$ cat src/rtl/pipeline_stall_ctrl.sv
// pipeline_stall_ctrl: fixed-priority stall/flush/freeze arbitration for the
// 5-stage core. Drives all pipeline-register write enables, the IF/ID flush
// and the ID/EX bubble, tracks the last action and runs a stall watchdog.
// Optional performance counters are compiled in with PIPE_PERF_CNT_EN.
module pipeline_stall_ctrl #(
  parameter int unsigned MAX_STALL = 16,
  parameter int unsigned CNT_WIDTH = 32
) (
  input  logic                 clk,
  input  logic                 arst_n,
  input  logic                 hazard,
  input  logic                 branch_taken,
  input  logic                 mem_busy,
  output logic                 pc_we,
  output logic                 if_id_we,
  output logic                 if_id_flush,
  output logic                 id_ex_bubble,
  output logic                 ex_mem_we,
  output logic                 mem_wb_we,
  output logic [1:0]           state,
  output logic                 stall_timeout,
  output logic [CNT_WIDTH-1:0] stall_cycles,
  output logic [CNT_WIDTH-1:0] flush_cycles,
  output logic [CNT_WIDTH-1:0] freeze_cycles
);

  typedef enum logic [1:0] {
    RUN    = 2'd0,
    STALL  = 2'd1,
    FLUSH  = 2'd2,
    FREEZE = 2'd3
  } action_t;

  localparam logic [7:0] MAX_RUN = 8'(MAX_STALL);

  action_t    act;
  action_t    state_q;
  logic [7:0] run_len;
  logic [7:0] run_len_next;
  logic       holding;

  // Priority select: mem_busy > hazard > branch_taken > none.
  always_comb begin
    act = RUN;
    if (mem_busy)          act = FREEZE;
    else if (hazard)       act = STALL;
    else if (branch_taken) act = FLUSH;
  end

  // Action state register (previous-cycle action).
  always_ff @(posedge clk or negedge arst_n) begin
    if (!arst_n) state_q <= RUN;
    else         state_q <= act;
  end

  // Control decode; everything forced low while reset is asserted.
  always_comb begin
    pc_we        = 1'b0;
    if_id_we     = 1'b0;
    if_id_flush  = 1'b0;
    id_ex_bubble = 1'b0;
    ex_mem_we    = 1'b0;
    mem_wb_we    = 1'b0;
    if (arst_n) begin
      case (act)
        FREEZE: ;
        STALL: begin
          id_ex_bubble = 1'b1;
          ex_mem_we    = 1'b1;
          mem_wb_we    = 1'b1;
        end
        FLUSH: begin
          pc_we       = 1'b1;
          if_id_we    = 1'b1;
          if_id_flush = 1'b1;
          ex_mem_we   = 1'b1;
          mem_wb_we   = 1'b1;
        end
        default: begin
          pc_we     = 1'b1;
          if_id_we  = 1'b1;
          ex_mem_we = 1'b1;
          mem_wb_we = 1'b1;
        end
      endcase
    end
  end

  assign state   = state_q;
  assign holding = (act == STALL) || (act == FREEZE);

  // Saturating run-length of consecutive STALL/FREEZE cycles.
  always_comb begin
    run_len_next = '0;
    if (holding) begin
      if (run_len == MAX_RUN) run_len_next = run_len;
      else                    run_len_next = run_len + 8'd1;
    end
  end

  // Watchdog: sticky flag once the run length reaches MAX_STALL.
  always_ff @(posedge clk or negedge arst_n) begin
    if (!arst_n) begin
      run_len       <= '0;
      stall_timeout <= 1'b0;
    end else begin
      run_len <= run_len_next;
      if (run_len_next == MAX_RUN) stall_timeout <= 1'b1;
    end
  end

`ifdef PIPE_PERF_CNT_EN
  localparam logic [CNT_WIDTH-1:0] CNT_ONE = CNT_WIDTH'(1);

  // Per-action cycle counters, wrapping.
  always_ff @(posedge clk or negedge arst_n) begin
    if (!arst_n) begin
      stall_cycles  <= '0;
      flush_cycles  <= '0;
      freeze_cycles <= '0;
    end else begin
      if (act == STALL)  stall_cycles  <= stall_cycles  + CNT_ONE;
      if (act == FLUSH)  flush_cycles  <= flush_cycles  + CNT_ONE;
      if (act == FREEZE) freeze_cycles <= freeze_cycles + CNT_ONE;
    end
  end
`else
  assign stall_cycles  = '0;
  assign flush_cycles  = '0;
  assign freeze_cycles = '0;
`endif

endmodule

$ cat config.mk
export PLATFORM = sky130hd
export DESIGN_NAME = pipeline_stall_ctrl
export DESIGN_NICKNAME = d
export VERILOG_FILES = /design/src/rtl/pipeline_stall_ctrl.sv
export SDC_FILE = /design/constraint.sdc
export NUM_CORES = 1
export LEC_CHECK = 0
export CAP_MARGIN = 20
export CELL_PAD_IN_SITES_DETAIL_PLACEMENT = 1
export CELL_PAD_IN_SITES_GLOBAL_PLACEMENT = 1
export CORE_AREA = 2 2 82 84
export DETAILED_ROUTE_END_ITERATION = 16
export DIE_AREA = 0 0 84 86
export PLACE_DENSITY = 0.86
export SYNTH_ARGS = -nofsm -noshare
export SYNTH_HDL_FRONTEND = slang
export SYNTH_SLANG_ARGS = --single-unit
$ cat constraint.sdc
create_clock -name clk -period 1.9 [get_ports clk]
set_input_delay 0.38 -clock clk [delete_from_list [all_inputs] [get_ports clk]]
set_output_delay 0.38 -clock clk [all_outputs]
set_load 0.1 [all_outputs]
==> results of run 1 <==
-- state kept, by name, summed over array words and instances, names as in the netlist --
| register | cells |
|---|---|
| stall_timeout | 1 |
| state | 2 |
| run_len | 8 |
-- kinds of logic after synthesis --
logic type	count (synthesis)	synth area share, %
XOR/XNOR	6	3.73
adder cells (fa/ha/maj)	2	1.78
flip-flops	11	19.5
AND/OR/NAND/NOR	33	14.7
buffers and inverters	104	53.8
AO/OA/AOI/OAI	8	4.44
multiplexers	2	1.78
other	1	0.266
-- cell usage after synthesis, drive strengths merged --
master and count:
buf 98, nor2 12, dfrtp 11, inv 6, nand2b 5, xnor2 5, nand3 4, nor3 3
ha 2, nand2 2, a21o 1, a21oi 1, a311o 1, a41o 1, and2 1, and2b 1
conb 1, mux2 1, mux2i 1, nand4 1, nand4bb 1, nor4 1, o21a 1, o21ai 1
o311ai 1, o32ai 1, or2 1, or3 1, xor2 1
-- per-stage QoR --
stage	utilization, %	total power [mW]	area, um^2	setup WS [ps]
CTS	22.9	1.90	1440	27.8
global route	23.0	1.97	1440	8.52
detailed placement	22.1	1.65	1390	31.3
global placement	22.1	1.64	1390	74.9
finish	23.0	1.90	1440	69.8
floorplan	-	1.63	1770	-287
-- placed cells by master (no fill, tap or decap), types with 2 or more instances in the layout --
master           count
nand2_1              2
nor3_1               3
nand2b_1             4
buf_4                8
clkbuf_8             3
dfrtp_1             11
conb_1              96
ha_1                 2
buf_12               8
xnor2_1              5
inv_1                6
clkdlybuf4s50_1      4
nand3_1              4
nor2_1              11
-- how the worst max path moves through the flow --
stage | start | to | slack, ps | cells past startpoint
after floorplan | mem_busy | if_id_flush | -290 | 2
after global placement | mem_busy | id_ex_bubble | 70 | 5
after detailed placement | mem_busy | id_ex_bubble | 30 | 5
after CTS | mem_busy | id_ex_bubble | 30 | 5
after global routing | hazard | if_id_flush | 9 | 4
final | hazard | if_id_flush | 70 | 4
-- area by class of cell --
| cell class | count | area [um^2] | share of cell area [%] |
|---|---|---|---|
| sequential | 11 | 275 | 19.1 |
| multi-input combinational | 147 | 743 | 51.5 |
| timing repair buffer | 20 | 260 | 18.0 |
| clock buffer | 4 | 45.0 | 3.12 |
| inverter | 6 | 22.5 | 1.56 |
| tap | 77 | 96.3 | 6.68 |
-- power groups by stage --
stage                     combinational, mW  sequential, mW  clock (mW)
final                                  1.30           0.349       0.242
after global routing                   1.35           0.356       0.262
after CTS                              1.30           0.348       0.253
after detailed placement               1.30           0.352           0
after global placement                 1.29           0.351           0
after floorplan                        1.18           0.442           0
-- worst reg2reg max path: cells and delay by family (launching register included) --
family / cells / cell delay, ps
mux: 1 / 340
simple gates: 2 / 350
flops: 1 / 380
buf+inv: 1 / 120
fa+ha+maj: 1 / 220
compound gates: 1 / 210
-- per-layer routing --
| layer | vias to the layer above | track usage [%] |
|---|---|---|
| li1 | 376 | - |
| met1 | 392 | 6.27 |
| met2 | 53 | 11.2 |
| met3 | 4 | 0.866 |
| met4 | 0 | 4.84 |
| met5 | - | 0 |
==> impl_metrics.tcl, run 1 <==
set metrics [dict create \
    setup_viol 0 \
    cp_max_fo 4 \
    wire_per_inst_um 8.92 \
    grt_max_degree 12 \
    num_vias 825 \
    wl_met2_um 1330 \
    coreArea_um2 6280 \
    clockPowerShare_pct 12.8 \
    chipWidth_um 84 \
    clock_latency_ps 240 \
    synth_top_cell_by_area "buf_4" \
    cts_hold_buf 0 \
    drv_cap 0 \
    dpl.cell_count 261 \
    holdPathStages 1 \
    grt_antenna_before_repair 0 \
    period_needed_ps 1830 \
    boundaryPins 110 \
    hold_end "stall_timeout" \
    synth.distinct_cells 29 \
    area_growth_syn_to_layout_pct 2.40 \
    p_comb_share_pct 68.8 \
    cts-buffers-inserted 3 \
    cts_buffer_depth 2 \
    final_nets 196 \
    hp-class "flop to flop" \
    arrival_ps 1450 \
    power.density_nw_per_um2 1310 \
    n_antenna_cell 0 \
    leakage_nw 0.769 \
    status "finished, final reports clean" \
    cts_resized 0 \
    fin_skew_ps 2.04 \
    overflow 0 \
    syn_area_um2 1410 \
    cts_root_buf "clkbuf_8" \
    dieArea_um2 7220 \
    timing.hold.ws_ps 537 \
    num_rows 29 \
    cts_max_level 1 \
    power.switching_mw 1.27 \
    die_y_um 86 \
    worstPathRequired_ps 1520 \
    rsz0062_at_grt "no" \
    grt_use_total_pct 6.13 \
    cts.sinks 11 \
    start_kind "primary input" \
    path_cells "clkdlybuf4s50_1 -> nand2b_1 -> nor2_1 -> buf_12" \
    post_cts_buffers 0 \
    top_layer "met4" \
    drive_gt1_share_pct 14.4 \
    period_share_pct 96.3 \
    switching_share_pct 66.9 \
    crit_family "buffers and inverters" \
    first_pass_iters 3 \
    wirelength_um 2360 \
    rr_worst_depth 6 \
    crit_type "primary input to output port" \
    start_util_pct 22.4 \
    gp_congestion 0.866 \
    io_buffer_count 13 \
    end_kind "output port" \
    hold_viol 0 \
    avgSynthCellArea_um2 8.44 \
    seq_area_frac_synth_pct 19.5 \
    synthCells 167 \
    drv_slew 0 \
    initialDrtViolationCount 41 \
    max_stage_delay_ps 460 \
    fmax_ghz 0.546 \
    path_clk_slew_ps 50 \
    worstHoldStart "stall_timeout" \
    grt_pass1_wl_um 3430 \
    critPathBufInv 2 \
    synth_seq_cells 11 \
    vias_per_cell 3.11 \
    tritoncts "done" \
    nFillCells 774 \
    synthTopCellsByArea "buf_4 52%, dfrtp_1 20%, nor2_1 3.2%, xnor2_1 3.1%, nand2b_1 2.2%" \
    ant_nets 0 \
    dp_hpwl_um 2060 \
    critPathSlowestCell "clkdlybuf4s50_1" \
    max-vdd-ir-drop_v 0.000293 \
    drcViolationCount 0 \
    pwr-share-seq_pct 18.4 \
    p_int_mw 0.627 \
    setup_tns_ps 0 \
    regToRegStartpoint "run_len[0]" \
    instances_no_fill 265 \
    grt_pass1_vias 673 \
    synth_top_area_share_pct 52.2 \
    yosysWarnings 0 \
    reg2reg_slack_ps 170 \
    r2r-end "stall_timeout" \
    met3_length_um 201 \
    wl_met1_um 775 \
]
Power figures use the tool's default switching activity.
==> run 2: changes to the inputs <==
--- a/config.mk
+++ b/config.mk
@@ -8,9 +8,9 @@
 export CAP_MARGIN = 20
 export CELL_PAD_IN_SITES_DETAIL_PLACEMENT = 1
 export CELL_PAD_IN_SITES_GLOBAL_PLACEMENT = 1
-export CORE_AREA = 2 2 82 84
+export CORE_AREA = 3 3 83 85
 export DETAILED_ROUTE_END_ITERATION = 16
-export DIE_AREA = 0 0 84 86
+export DIE_AREA = 0 0 86 88
 export PLACE_DENSITY = 0.86
 export SYNTH_ARGS = -nofsm -noshare
 export SYNTH_HDL_FRONTEND = slang
==> run 2 against run 1 <==
Cell area fell by 0.35%. Count of clock-buffer cells in the layout did not move. Sequential share of layout area rose by 0.066 points. Register-to-register slack barely moved. Critical path depth did not move. Maximum frequency fell by 0.81%. Combinational power barely moved. Global-route usage rose by 0.51 points. Critical endpoint unchanged. Clock power fell by 2%. Core utilization fell by 0.080 points.
==> impl_metrics.tcl, run 2 (synthesis results as in run 1) <==
set metrics [dict create \
    top_register "run_len" \
    cts-buffers-inserted 3 \
    grt_max_degree 12 \
    end_kind "output port" \
    fmax_ghz 0.542 \
    arrival_ps 1470 \
    wirelength_um 2490 \
    boundaryPins 110 \
    wire_per_inst_um 9.42 \
    drive_gt1_share_pct 13.9 \
    cts.sinks 11 \
    cts_buffer_depth 2 \
    final_common_cell "conb_1" \
    drcViolationCount 0 \
    num_vias 813 \
    fin_skew_ps 0.937 \
    cts_max_level 1 \
    dieArea_um2 7570 \
    status "finished, final reports clean" \
    vias_per_cell 3.08 \
    clockPowerShare_pct 12.5 \
    io_buffer_count 13 \
    die_y_um 88 \
    ant_nets 0 \
    cp_max_fo 4 \
    initialDrtViolationCount 46 \
    nFillCells 771 \
    path_clk_slew_ps 50 \
    period_needed_ps 1850 \
    p_int_mw 0.624 \
    setup_ws_ps 54.9 \
    n_antenna_cell 0 \
    instances_no_fill 264 \
    crit_type "primary input to output port" \
    rsz0062_at_grt "yes" \
    cts_hold_buf 0 \
    power.switching_mw 1.27 \
    p_total_mw 1.89 \
    grt_antenna_before_repair 0 \
    pwr-share-seq_pct 18.3 \
    num_rows 29 \
    gp_congestion 0.851 \
    chipWidth_um 86 \
    cts_root_buf "clkbuf_8" \
    clock_latency_ps 240 \
    p_comb_share_pct 69.2 \
    tritoncts "done" \
    pre_cts_slack_ps 4.02 \
    dpl.cell_count 260 \
    drv_slew 0 \
    period_share_pct 97.1 \
    hp-class "primary input to asynchronous set/reset pin" \
    first_pass_iters 3 \
    drv_cap 0 \
    worstPathRequired_ps 1520 \
    final_cell_mix "96 x conb_1, 11 x nor2_1, 11 x dfrtp_1" \
    final_nets 195 \
    timing.hold.ws_ps 206 \
    overflow 0 \
    hold_viol 0 \
    leakage_nw 0.768 \
    setup_viol 0 \
    grt_pass1_wl_um 3940 \
    grt_use_total_pct 6.64 \
    largest_reg_flops 8 \
    postLayoutCoreUtil_pct 22.9 \
    start_kind "primary input" \
    dp_hpwl_um 2150 \
    area_growth_syn_to_layout_pct 2.04 \
    max-vdd-ir-drop_v 0.000358 \
    power.density_nw_per_um2 1320 \
    switching_share_pct 67.0 \
    grt_pass1_vias 796 \
    start_util_pct 22.4 \
    coreArea_um2 6280 \
]
run 2: cell types whose count changed in the layout (fill, tap and decap cells not counted), sizes merged:
| cell | before | now |
|---|---|---|
| buf | 16 | 15 |
| clkdlybuf4s50 | 4 | 3 |
| dlymetal6s2s | 0 | 1 |
run 2: final cells by class:
class	count	area, um^2	area share (%)
clock buffers	4	45.0	3.13
inverters	6	22.5	1.57
multi-input cells	147	743	51.7
flip-flops and latches	11	275	19.1
well taps	77	96.3	6.70
repair buffers	19	255	17.8
run 2: power groups by stage:
| stage | clock network, mW | registers (mW) | logic, mW |
|---|---|---|---|
| 2_1_floorplan | 0 | 0.442 | 1.18 |
| 3_3_place_gp | 0 | 0.349 | 1.29 |
| 3_5_place_dp | 0 | 0.349 | 1.30 |
| 4_1_cts | 0.245 | 0.346 | 1.31 |
| 5_1_grt | 0.264 | 0.356 | 1.36 |
| 6_report | 0.236 | 0.346 | 1.31 |
run 2: worst max-delay path, stage by stage:
cell and delay (ps):
clkdlybuf4s50_1 490, nand2b_1 190, nor2_1 200, buf_12 200
run 2: metrics by stage:
stage	area [um^2]	TNS, ps
6_report	1440	0
5_1_grt	1440	-1.19
4_1_cts	1430	0
3_5_place_dp	1380	0
3_3_place_gp	1380	0
2_1_floorplan	1770	-893
run 2: final timing paths:
| check | depth (start not counted) | slack (ps) | startpoint | end |
|---|---|---|---|---|
| min | 2 | 210 | arst_n | run_len[5] |
| max reg2reg | 6 | 160 | run_len[0] | stall_timeout |
| max in group asynchronous | 2 | 1540 | arst_n | stall_timeout |
| min reg2reg | 1 | 540 | stall_timeout | stall_timeout |
| min in group clk | 1 | 540 | stall_timeout | stall_timeout |
| max | 4 | 50 | hazard | if_id_flush |
run 2: layer usage:
metal	track usage (%)	share of wire, %
met2	13.4	63
met3	0.941	7.3
met5	0	0
met4	4.17	1.6
met1	6.18	28
run 2: timing repair:
| item | in CTS | in global routing |
|---|---|---|
| buffers inserted | 0 | 0 |
| resized for setup | 1 | 2 |
| cloned | 0 | 0 |
| pin swaps | 0 | 0 |
| endpoints found under the setup margin | 2 | 4 |
| endpoints found under the hold margin | 0 | 0 |
==> run 3: changes to the inputs <==
==> config.mk (replaced) <==
export PLATFORM = sky130hd
export DESIGN_NAME = pipeline_stall_ctrl
export DESIGN_NICKNAME = d
export VERILOG_FILES = /design/src/rtl/pipeline_stall_ctrl.sv
export SDC_FILE = /design/constraint.sdc
export NUM_CORES = 1
export LEC_CHECK = 0
export CAP_MARGIN = 0
export CELL_PAD_IN_SITES_DETAIL_PLACEMENT = 1
export CELL_PAD_IN_SITES_GLOBAL_PLACEMENT = 1
export CORE_AREA = 3 3 81 83
export CTS_CLUSTER_SIZE = 24
export DETAILED_ROUTE_END_ITERATION = 16
export DIE_AREA = 0 0 84 86
export PLACE_DENSITY = 0.9
export SYNTH_ARGS = -nofsm -noshare
export SYNTH_HDL_FRONTEND = slang
export SYNTH_SLANG_ARGS = --single-unit
==> constraint.sdc (replaced) <==
create_clock -name clk -period 2.2 [get_ports clk]
set_input_delay 0.44 -clock clk [delete_from_list [all_inputs] [get_ports clk]]
set_output_delay 0.44 -clock clk [all_outputs]
set_load 0.1 [all_outputs]
==> run 3 against run 2 <==
Die area down 4.5%. Via count down 1.2%. Register-to-register slack better by 90 ps. Largest cell class unchanged. Count of clock-buffer cells in the layout unchanged. Critical path type unchanged. Core utilization up 0.36 points.
==> impl_metrics.tcl, run 3 (synthesis results as in run 1) <==
set metrics [dict create \
    post_cts_buffers 0 \
    regToRegStartpoint "run_len[0]" \
    ant_nets 0 \
    hp-class "flop to flop" \
    grt_pass1_wl_um 3340 \
    cp_max_fo 3 \
    cts_max_level 1 \
    final_nets 192 \
    rsz0062_at_grt "no" \
    cts_resized 0 \
    grt_use_total_pct 5.91 \
    worstHoldStart "stall_timeout" \
    crit_start "arst_n" \
    crit_type "primary input to output port" \
    rr_worst_depth 6 \
    leakage_nw 0.734 \
    reg2reg_slack_ps 250 \
    grt_pass1_vias 702 \
    period_needed_ps 1990 \
    overflow 0 \
    wirelength_um 2410 \
    boundaryPins 110 \
    cts.sinks 11 \
    initialDrtViolationCount 34 \
    regArea_um2 275 \
    placed_area_um2 1330 \
    first_pass_iters 2 \
    grt_max_degree 12 \
    drv_cap 0 \
    setup_viol 0 \
    vias_per_cell 3.10 \
    critPathSlowestCell "clkdlybuf4s50_1" \
    die_y_um 86 \
    r2r-end "stall_timeout" \
    start_util_pct 23.8 \
    grt_antenna_before_repair 0 \
    drcViolationCount 0 \
    top_register "run_len" \
    fin_skew_ps 0.291 \
    path_clk_slew_ps 50 \
    final_common_cell "conb_1" \
    arrival_ps 1550 \
    cts_buffer_depth 2 \
    drive_gt1_share_pct 12.0 \
    status "finished, final reports clean" \
    clock_latency_ps 240 \
    start_kind "primary input" \
    tritoncts "done" \
    p_total_mw 1.58 \
    wire_per_inst_um 9.30 \
    final_area_um2 1380 \
    num_vias 803 \
    holdPathStages 1 \
    nFillCells 729 \
    coreArea_um2 5920 \
    num_rows 28 \
    largest_reg_flops 8 \
    chipWidth_um 84 \
    final_cell_mix "96 x conb_1, 11 x nor2_1, 11 x dfrtp_1" \
    area_growth_syn_to_layout_pct -2.22 \
    dieArea_um2 7220 \
    path_cells "clkdlybuf4s50_1 -> nand2b_1 -> nor2_2 -> buf_12" \
    dp_hpwl_um 2170 \
    power.density_nw_per_um2 1150 \
    multi_input_area_um2 736 \
    drv_slew 0 \
    gp_congestion 0.891 \
    hold_viol 0 \
    io_buffer_count 13 \
    end_kind "output port" \
    fmax_ghz 0.502 \
    cts-buffers-inserted 3 \
    cts_root_buf "clkbuf_8" \
    period_share_pct 90.5 \
    hold_end "stall_timeout" \
    worstPathRequired_ps 1760 \
    cts_hold_buf 0 \
    max-vdd-ir-drop_v 0.000289 \
    n_antenna_cell 0 \
    max_stage_delay_ps 530 \
]
-- run 3: report_power, final --
group | internal (mW) | switching (mW) | total (mW)
logic | 0.130 | 0.937 | 1.07
registers | 0.242 | 0.0734 | 0.315
clock network | 0.127 | 0.0718 | 0.199
-- run 3: metrics by stage --
step	utilization (%)	worst slack, ps	hold WS [ps]	setup TNS, ps	instances
CTS	23.3	184	489	0	259
finish	23.3	209	477	0	259
global route	23.3	136	495	0	259
detailed placement	22.5	184	480	0	255
global placement	22.5	199	472	0	255
floorplan	-	-107	144	-282	262
-- run 3: worst max-delay path by stage --
stage | cells after the start | to
5_1_grt | 4 | pc_we
3_3_place_gp | 4 | if_id_we
3_5_place_dp | 4 | pc_we
2_1_floorplan | 2 | if_id_flush
4_1_cts | 4 | pc_we
6_report | 4 | pc_we
-- run 3: layer usage --
| metal | GRT usage, % | part of all wire (%) | vias up |
|---|---|---|---|
| met5 | 0 | 0 | - |
| met4 | 4.97 | 4.4 | 0 |
| met3 | 0.672 | 9.8 | 7 |
| met2 | 12.1 | 59 | 57 |
| met1 | 5.01 | 27 | 368 |
| li1 | - | - | 371 |
-- run 3: cell type report --
cell class,count,area share (%)
Clock buffer,4,3.27
Inverter,6,1.63
Multi-Input combinational cell,147,53.4
Sequential cell,11,20.0
Tap cell,75,6.81
Timing Repair Buffer,16,14.9
-- run 3: worst max-delay path, delay by kind of cell --
kind                   cells  cell delay [ps]
buffers and inverters      2              740
and+or+nand+nor            2              360
